### src/rtl/jtag_host_sequencer.sv
// JTAG host sequencer: turns TAP-reset / IR-scan / DR-scan commands into registered
// TMS/TDI streams, captures TDO and mirrors the target TAP controller state.
module jtag_host_sequencer #(
    parameter int DR_MAX = 8
) (
    input  logic              TCK,
    input  logic              TRST,
    input  logic              cmd_valid,
    output logic              cmd_ready,
    input  logic [1:0]        cmd_op,
    input  logic [3:0]        cmd_len,
    input  logic [DR_MAX-1:0] cmd_data,
    output logic              TMS,
    output logic              TDI,
    input  logic              TDO,
    output logic              rsp_valid,
    input  logic              rsp_ready,
    output logic [DR_MAX-1:0] rsp_data,
    output logic              rsp_err,
    output logic [3:0]        tap_state
);

    typedef enum logic [2:0] {INIT, IDLE, PRE, SHIFT, POST, RESP} host_state_t;

    localparam logic [1:0] OP_RESET = 2'b00;
    localparam logic [1:0] OP_IR    = 2'b01;
    localparam logic [1:0] OP_DR    = 2'b10;

    localparam logic [3:0] TAP_TLR    = 4'd0;
    localparam logic [3:0] TAP_RTI    = 4'd1;
    localparam logic [3:0] TAP_SEL_DR = 4'd2;
    localparam logic [3:0] TAP_CAP_DR = 4'd3;
    localparam logic [3:0] TAP_SH_DR  = 4'd4;
    localparam logic [3:0] TAP_EX1_DR = 4'd5;
    localparam logic [3:0] TAP_PAU_DR = 4'd6;
    localparam logic [3:0] TAP_EX2_DR = 4'd7;
    localparam logic [3:0] TAP_UPD_DR = 4'd8;
    localparam logic [3:0] TAP_SEL_IR = 4'd9;
    localparam logic [3:0] TAP_CAP_IR = 4'd10;
    localparam logic [3:0] TAP_SH_IR  = 4'd11;
    localparam logic [3:0] TAP_EX1_IR = 4'd12;
    localparam logic [3:0] TAP_PAU_IR = 4'd13;
    localparam logic [3:0] TAP_EX2_IR = 4'd14;
    localparam logic [3:0] TAP_UPD_IR = 4'd15;

    function automatic logic [3:0] tap_next(input logic [3:0] s, input logic tms);
        case (s)
            TAP_TLR:    tap_next = tms ? TAP_TLR    : TAP_RTI;
            TAP_RTI:    tap_next = tms ? TAP_SEL_DR : TAP_RTI;
            TAP_SEL_DR: tap_next = tms ? TAP_SEL_IR : TAP_CAP_DR;
            TAP_CAP_DR: tap_next = tms ? TAP_EX1_DR : TAP_SH_DR;
            TAP_SH_DR:  tap_next = tms ? TAP_EX1_DR : TAP_SH_DR;
            TAP_EX1_DR: tap_next = tms ? TAP_UPD_DR : TAP_PAU_DR;
            TAP_PAU_DR: tap_next = tms ? TAP_EX2_DR : TAP_PAU_DR;
            TAP_EX2_DR: tap_next = tms ? TAP_UPD_DR : TAP_SH_DR;
            TAP_UPD_DR: tap_next = tms ? TAP_SEL_DR : TAP_RTI;
            TAP_SEL_IR: tap_next = tms ? TAP_TLR    : TAP_CAP_IR;
            TAP_CAP_IR: tap_next = tms ? TAP_EX1_IR : TAP_SH_IR;
            TAP_SH_IR:  tap_next = tms ? TAP_EX1_IR : TAP_SH_IR;
            TAP_EX1_IR: tap_next = tms ? TAP_UPD_IR : TAP_PAU_IR;
            TAP_PAU_IR: tap_next = tms ? TAP_EX2_IR : TAP_PAU_IR;
            TAP_EX2_IR: tap_next = tms ? TAP_UPD_IR : TAP_SH_IR;
            default:    tap_next = tms ? TAP_SEL_DR : TAP_RTI;
        endcase
    endfunction

    // Preamble from RUN_TEST_IDLE: IR 1,1,0,0; DR 1,0,0; TAP reset 1,1,1,1,1,0.
    function automatic logic pre_tms(input logic [1:0] op, input logic [3:0] idx);
        case (op)
            OP_IR:   pre_tms = (idx < 4'd2);
            OP_DR:   pre_tms = (idx == 4'd0);
            default: pre_tms = (idx < 4'd5);
        endcase
    endfunction

    function automatic logic pre_last(input logic [1:0] op, input logic [3:0] idx);
        case (op)
            OP_IR:   pre_last = (idx == 4'd3);
            OP_DR:   pre_last = (idx == 4'd2);
            default: pre_last = (idx == 4'd5);
        endcase
    endfunction

    host_state_t       state, state_d;
    logic [3:0]        cnt, cnt_d;
    logic [3:0]        idx_q;
    logic              shift_q, shift_d;
    logic              tms_d, tdi_d;
    logic              cmd_ok;
    logic [1:0]        op_q;
    logic [3:0]        len_q;
    logic [DR_MAX-1:0] data_q;
    logic [DR_MAX-1:0] data_sh;

    assign cmd_ready = (state == IDLE);
    assign rsp_valid = (state == RESP);
    assign data_sh   = data_q >> cnt;

    always_comb begin
        // NOTE: every output of this block gets a default first so no path leaves it unassigned (no latches).
        cmd_ok  = 1'b0;
        state_d = state;
        cnt_d   = cnt;
        tms_d   = 1'b0;
        tdi_d   = 1'b0;
        shift_d = 1'b0;

        case (cmd_op)
            OP_RESET: cmd_ok = 1'b1;
            OP_IR:    cmd_ok = (cmd_len == 4'd2);
            OP_DR:    cmd_ok = (cmd_len != 4'd0) && (int'(cmd_len) <= DR_MAX);
            default:  cmd_ok = 1'b0;
        endcase

        case (state)
            // Leave INIT only after one TMS=0 edge has walked the target out of TEST_LOGIC_RESET.
            INIT: if (!TMS) state_d = IDLE;
            IDLE: begin
                if (cmd_valid) begin
                    if (cmd_ok) begin
                        tms_d   = pre_tms(cmd_op, 4'd0);
                        cnt_d   = 4'd1;
                        state_d = PRE;
                    end else begin
                        state_d = RESP;
                    end
                end
            end
            PRE: begin
                tms_d = pre_tms(op_q, cnt);
                cnt_d = cnt + 4'd1;
                if (pre_last(op_q, cnt)) begin
                    state_d = (op_q == OP_RESET) ? POST : SHIFT;
                    cnt_d   = (op_q == OP_RESET) ? 4'd2 : 4'd0;
                end
            end
            SHIFT: begin
                tdi_d   = data_sh[0];
                shift_d = 1'b1;
                tms_d   = (cnt == len_q - 4'd1);
                cnt_d   = cnt + 4'd1;
                if (cnt == len_q - 4'd1) begin
                    state_d = POST;
                    cnt_d   = 4'd0;
                end
            end
            // 1,0 to UPDATE and back to idle, then one more edge so the target is in RTI before rsp_valid.
            POST: begin
                tms_d = (cnt == 4'd0);
                cnt_d = cnt + 4'd1;
                if (cnt == 4'd2) state_d = RESP;
            end
            RESP: if (rsp_ready) state_d = IDLE;
            default: state_d = INIT;
        endcase
    end

    always_ff @(posedge TCK) begin
        if (TRST) begin
            state     <= INIT;
            cnt       <= 4'd0;
            idx_q     <= 4'd0;
            shift_q   <= 1'b0;
            TMS       <= 1'b1;
            TDI       <= 1'b0;
            tap_state <= TAP_TLR;
            rsp_data  <= '0;
            rsp_err   <= 1'b0;
        end else begin
            // NOTE: non-blocking assignments so every register here sees the pre-edge values of the others.
            state     <= state_d;
            cnt       <= cnt_d;
            idx_q     <= cnt;
            shift_q   <= shift_d;
            TMS       <= tms_d;
            TDI       <= tdi_d;
            tap_state <= tap_next(tap_state, TMS);
            if (state == IDLE && cmd_valid) begin
                rsp_data <= '0;
                rsp_err  <= ~cmd_ok;
            end else if (shift_q) begin
                rsp_data <= rsp_data | ({{(DR_MAX-1){1'b0}}, TDO} << idx_q);
            end
        end
    end

    // NOTE: command holding registers carry no reset; they are always loaded before they are read.
    always_ff @(posedge TCK) begin
        if (state == IDLE && cmd_valid) begin
            op_q   <= cmd_op;
            len_q  <= cmd_len;
            data_q <= cmd_data;
        end
    end

endmodule

### config.mk
export PLATFORM = sky130hd
export DESIGN_NAME = jtag_host_sequencer
export DESIGN_NICKNAME = d
export VERILOG_FILES = /design/src/rtl/jtag_host_sequencer.sv
export SDC_FILE = /design/constraint.sdc
export NUM_CORES = 1
export LEC_CHECK = 0
export ABC_AREA = 1
export CORE_ASPECT_RATIO = 2
export CORE_MARGIN = 2
export CORE_UTILIZATION = 53
export DETAILED_ROUTE_END_ITERATION = 8
export GPL_ROUTABILITY_DRIVEN = 0
export GPL_TIMING_DRIVEN = 0
export HOLD_SLACK_MARGIN = 0.05
export PLACE_DENSITY = 0.79
export SLEW_MARGIN = 20
export SYNTH_ARGS = -nofsm -noshare
export SYNTH_HDL_FRONTEND = slang
export SYNTH_SLANG_ARGS = --single-unit
### constraint.sdc
create_clock -name TCK -period 2 [get_ports TCK]
set_clock_uncertainty 0.05 [all_clocks]
set_input_delay 0.5 -clock TCK [delete_from_list [all_inputs] [get_ports TCK]]
set_output_delay 0.5 -clock TCK [all_outputs]
set_load 0.005 [all_outputs]
# Word-level counts from Yosys, hierarchy flattened
# Index checks and enable logic that the tools add are counted.
# Widths: inputs -> output; s select.
# classes
addsub	2
multipliers	0
div	0
n_lt_le_gt_ge	3
eq_ne	33
shifts	2
mux	36
bitwise_logic	3
reduce_logical	15
# ops
op	n
$pmux 4 s11	1
$mux 4	8
$mux 3	10
$eq 4x4->1 const B	6
$eq 4x2->1 const B	5
$eq 4x3->1 const B	5
$pmux 3 s6	1
$pmux 4 s4	1
$ne 2x2->1 const B	5
$logic_not 4->1	2
$mux 2	4
$or 8x8->8	1
$reduce_bool 4->1	2
$reduce_or 2->1	4
$shl 1x4->8	1
$shr 8x4->1	1
$mux 1	7
$eq 3x2->1 const B	2
$eq 3x3->1 const B	2
$reduce_and 6->1	1
$add 4x1->4 const B	1
$eq 2x1->1 const B	2
$eq 2x2->1 const B	2
$eq 4x4->1	1
other kinds (14)	19
# word_totals
regBits	41
latch_bits	0
ramBits	0
rom_bits	0
out_inout_bits	17
elab_cells	106
mem_count	0

# Depth between registers and ports, before layout
# depth
word_depth	6
depth_mapped	13
mapped_depth_nobuf	13

# Worst setup path before layout
# No wires, ideal clock.
# synth_timing
path_kind	register to register
start	register cnt[0]
end	register state[2]
setup_ps	113
arrival_ps	1433
required_time_ps	1837
path_slack_ps	404
stages_incl_launch_ff	12
path_buffers	1
synth_period_minus_slack_ps	1596
path_cell_list	dfxtp_1 -> inv_1 -> buf_2 -> ha_1 -> nand3_1 -> nand3_2 -> nand2_2 -> nand2_1 -> nand2_2 -> nor2_4 -> nor2_1 -> nor2_1
# synth_between
elab_chain_cells	5
# synth_rtl
element	line_no	source
start, declared	85	logic [3:0] cnt, cnt_d;
start signal, assigned	172	cnt <= cnt_d;
$eq 4x3->1 (tied with other cells)	80	default: pre_last = (idx == 4'd5);
$pmux 1 s2	77	case (op)
$mux 1	115	case (state)
$ne 2x2->1 (no line)	-	
$reduce_and 6->1 (no line) (*)	-	
end signal, assigned	171	state <= state_d;
end, declared	84	host_state_t state, state_d;
# Every way passes the cells marked *; elsewhere a longest branch is shown, timed or not. The select of a mux whose other input is x is not followed.
# A chain may end at the register's enable or synchronous reset.

# Final worst setup path
# layout_timing
start	register tap_state[1]
end	output port tap_state[1]
# layout_rtl
element	line_no	source
start, declared	20	output logic [3:0] tap_state
start signal, assigned	177	tap_state <= tap_next(tap_state, TMS);
# No word-level cell between the ends.

==> results.txt <==
The count of nets left with antenna violations once routing finished came out at 0. The violation count after the first detailed-route iteration came out at 30. Setup repair after global routing left no endpoint under its margin. The first-pass GRT wire length is 8.907 mm.

The worst pin sits at a relative slew slack of 0.6327. After detailed placement, the design holds a cell count of about 400. The logic gate share of total power is 0.420.

The tree built by TritonCTS fans out to 41 sinks. The final worst slack came out at 140.2 ps. Leaving out fill and tap cells, the most frequent cell in the layout is sky130_fd_sc_hd__nand2_1. The net count of the mapped netlist is approximately 340. The standard cell core area is between 0.004 and 0.005 mm2. The portion of the post-synthesis area used by sequential elements is 0.4220.

The number of maximum-capacitance violations is 0. The minimum setup slack after placement came out at about 35 ps. The class of the worst hold path is flip-flop to flip-flop. The total power came out at 2850 uW. The post-detailed-placement half-perimeter wirelength came out at 3.972 mm. From bottom edge to top edge, the die measures 96.70 um. The buffer type at the clock tree root is sky130_fd_sc_hd__clkbuf_8. The arrival time reported for the critical path endpoint came out at about 1300 ps.

TritonCTS built the clock tree. The via count of the routed design came out at ~2100. The synthesized instance count is 309. On the worst path, the slowest cell contributes a delay of roughly 550 ps.

Of the total power, the share spent switching nets is 0.3991. The maximum clock frequency came out at 0.5377 GHz. The family with the most delay on the worst path is buffers and inverters. The post-route minimum period came out at 1860 ps. The number of buffers created by CTS is 5.

STA classifies the critical path endpoint as an output pin. The mean instance size in the synthesized netlist came out at between 7 and 8 um2. The initialized floorplan defines 33 standard-cell rows. The number of hold violations in the final report came out at 0. The mean number of vias per cell came out at approximately 5.3. The repair_antennas step left the layout with diodes totalling 0. IR analysis of the VDD net gives a maximum drop of ~930 uV. The die covers 0.004869 mm2.

The final global-route overflow total is 0. The maximum fanout along the worst path came out at 8. The power per cell area came out at slightly above 1000 mW/mm2.

The proportion of power drawn by flip-flops and latches is 0.395. The number of warnings printed during yosys synthesis came out at 0. The average wire length per cell after detail routing is approximately 12 um. In this run the static leakage power is between 0.001 and 0.0015 uW. The number of library cell types mapped by synthesis came out at 35. The clock transition at the register clock pins on the worst setup and hold paths after CTS came out at roughly 80 ps.

The number of nets in the layout is between 300 and 400. The overall routing resource usage came out at 0.2342. The clock share of power came out at 0.185. The cell-internal power came out at between 1500 and 2000 uW. The actual transition at the worst max-transition pin came out at roughly 550 ps. The initial core utilization came out at 0.5515. The cell area after synthesis came out at 0.002277 mm2. Final hold analysis gives a worst-case slack of 425.6 ps.

The worst setup path is launched from a flip-flop. The maximum number of pins on one net before global-route repair is 16. The setup path with the least slack is of type flip-flop to output pin.

In the layout the commonest cells are sky130_fd_sc_hd__nand2_1 (65), sky130_fd_sc_hd__inv_1 (44), sky130_fd_sc_hd__nor2_1 (44). The final critical-path share of the clock period came out at 0.9299. The max-slew violation total from the final report is 0.

The horizontal die dimension came out at between 50 and 60 um. The depth of the CTS H-tree came out at 2. The non-filler instance count after layout is ~410.

The final number of setup-violating endpoints is 0. The data required time at the worst endpoint is about 1500 ps. The flow ran to the end, and the final reports show no timing, DRC or antenna violations.

The initial antenna violation count is 0. The count of boundary I/O pins is 36. Together, buffers and inverters on the worst path number 1. The cell type of the slowest stage on the worst timing path is sky130_fd_sc_hd__clkdlybuf4s50_1.

In the final layout, the share of cells above drive strength 1 is 0.09065. Walking the worst path, the cells encountered are clkdlybuf4s50_1. The DRC violations left is 0. The largest buffer count on any clock path came out at 2. The aggregate routed wire length is around 5 mm. Synthesis inferred 41 register bits. The final-layout setup total negative slack came out at 0 ps.

The relative area change from synthesis to final layout is 22.36%. The total iterations of the first detailed-routing run came out at 4. The via count of the first global-routing pass was 2128.

In this run the tool buffered the top-level ports with 34 buffer cells. Clock latency on the worst-skew pair, taken at its later pin, is 290 ps. The switching power is 1138 uW.
==> worst reg2reg max path, cell delays in order (launching register included) <==
cell and delay [ps]:
sky130_fd_sc_hd__dfxtp_2 390, sky130_fd_sc_hd__inv_1 90, sky130_fd_sc_hd__buf_2 250, sky130_fd_sc_hd__ha_1 220, sky130_fd_sc_hd__nand3_1 90, sky130_fd_sc_hd__nand3_2 110
sky130_fd_sc_hd__nand2_2 70, sky130_fd_sc_hd__nand2_1 90, sky130_fd_sc_hd__inv_1 50, sky130_fd_sc_hd__nor2_1 180, sky130_fd_sc_hd__o21ai_0 100
==> Yosys cell counts, drive strengths merged <==
cell type	number	share of area
a21o	1	0.0033
nor4	2	0.0055
buf	4	0.012
xor2	2	0.0077
a21oi	18	0.040
nand2	70	0.12
clkinv	1	0.0016
o211a	1	0.0044
nor3	12	0.034
a31oi	1	0.0027
ha	9	0.049
edfxtp	14	0.18
o2111ai	2	0.0077
o22ai	1	0.0027
xnor2	1	0.0038
nor3b	2	0.0066
nand4	1	0.0027
o221ai	1	0.0038
nor2	47	0.085
inv	47	0.077
a22oi	1	0.0033
dfxtp	27	0.24
nand3	28	0.066
o21a	1	0.0033
o21ai	15	0.033
==> kinds of logic after synthesis <==
family          after synthesis  synth area share
xor+xnor                      3           0.01154
compound gates               42            0.1039
buf+inv                      52           0.09066
simple gates                162            0.3225
flops                        41            0.4220
fa+ha+maj                     9           0.04945
==> power by group through the flow <==
stage	clock, uW	sequential (uW)	combinational, uW
2_1_floorplan	0	1110	856
3_3_place_gp	0	1130	1150
3_5_place_dp	0	1130	1170
4_1_cts	539	1120	1190
5_1_grt	572	1140	1360
6_report	528	1130	1200
==> state kept, by name, summed over array words and instances (netlist names) <==
register	count
rsp_err	1
TMS	1
shift_q	1
len_q	4
idx_q	4
data_q	8
tap_state	4
op_q	2
state	3
rsp_data	8
cnt	4
TDI	1
==> repair_timing <==
item | 4_1_cts | 5_1_grt
hold buffers | 0 | 0
buffers inserted | 2 | 0
endpoints found under the setup margin | 2 | 5
gates resized for setup | 5 | 1
pin swaps | 2 | 0
==> stage by stage <==
stage | util | area [um2]
6_report | 0.6748 | 2786
5_1_grt | 0.6748 | 2786
4_1_cts | 0.6745 | 2785
3_5_place_dp | 0.6497 | 2683
3_3_place_gp | 0.6497 | 2683
2_1_floorplan | - | 2277
==> per-layer routing <==
layer  wire [um]  track usage
met1        1848       0.2296
met2        2901       0.4575
met3         138      0.03395
met4         132      0.09563
met5           0            0
==> final cells by class <==
type | count | area, um2
Inverter | 48 | 180.2
Sequential cell | 41 | 967.2
Tap cell | 52 | 65.06
Timing Repair Buffer | 36 | 352.8
Buffer | 4 | 26.28
Clock inverter | 3 | 16.27
Multi-Input combinational cell | 216 | 1110
Fill cell | 364 | 1343
Clock buffer | 5 | 68.82
==> path summary, 6_finish.rpt <==
check,startpoint,end,slack [ps],depth (start not counted)
worst max-delay path,tap_state[1],tap_state[1],140,1
worst min-delay path,rsp_data[6],rsp_data[6],430,2
worst max register to register,cnt[0],cnt[3],190,10
worst min register to register,rsp_data[6],rsp_data[6],430,2
No activity file was read; power rests on OpenSTA's default activity.
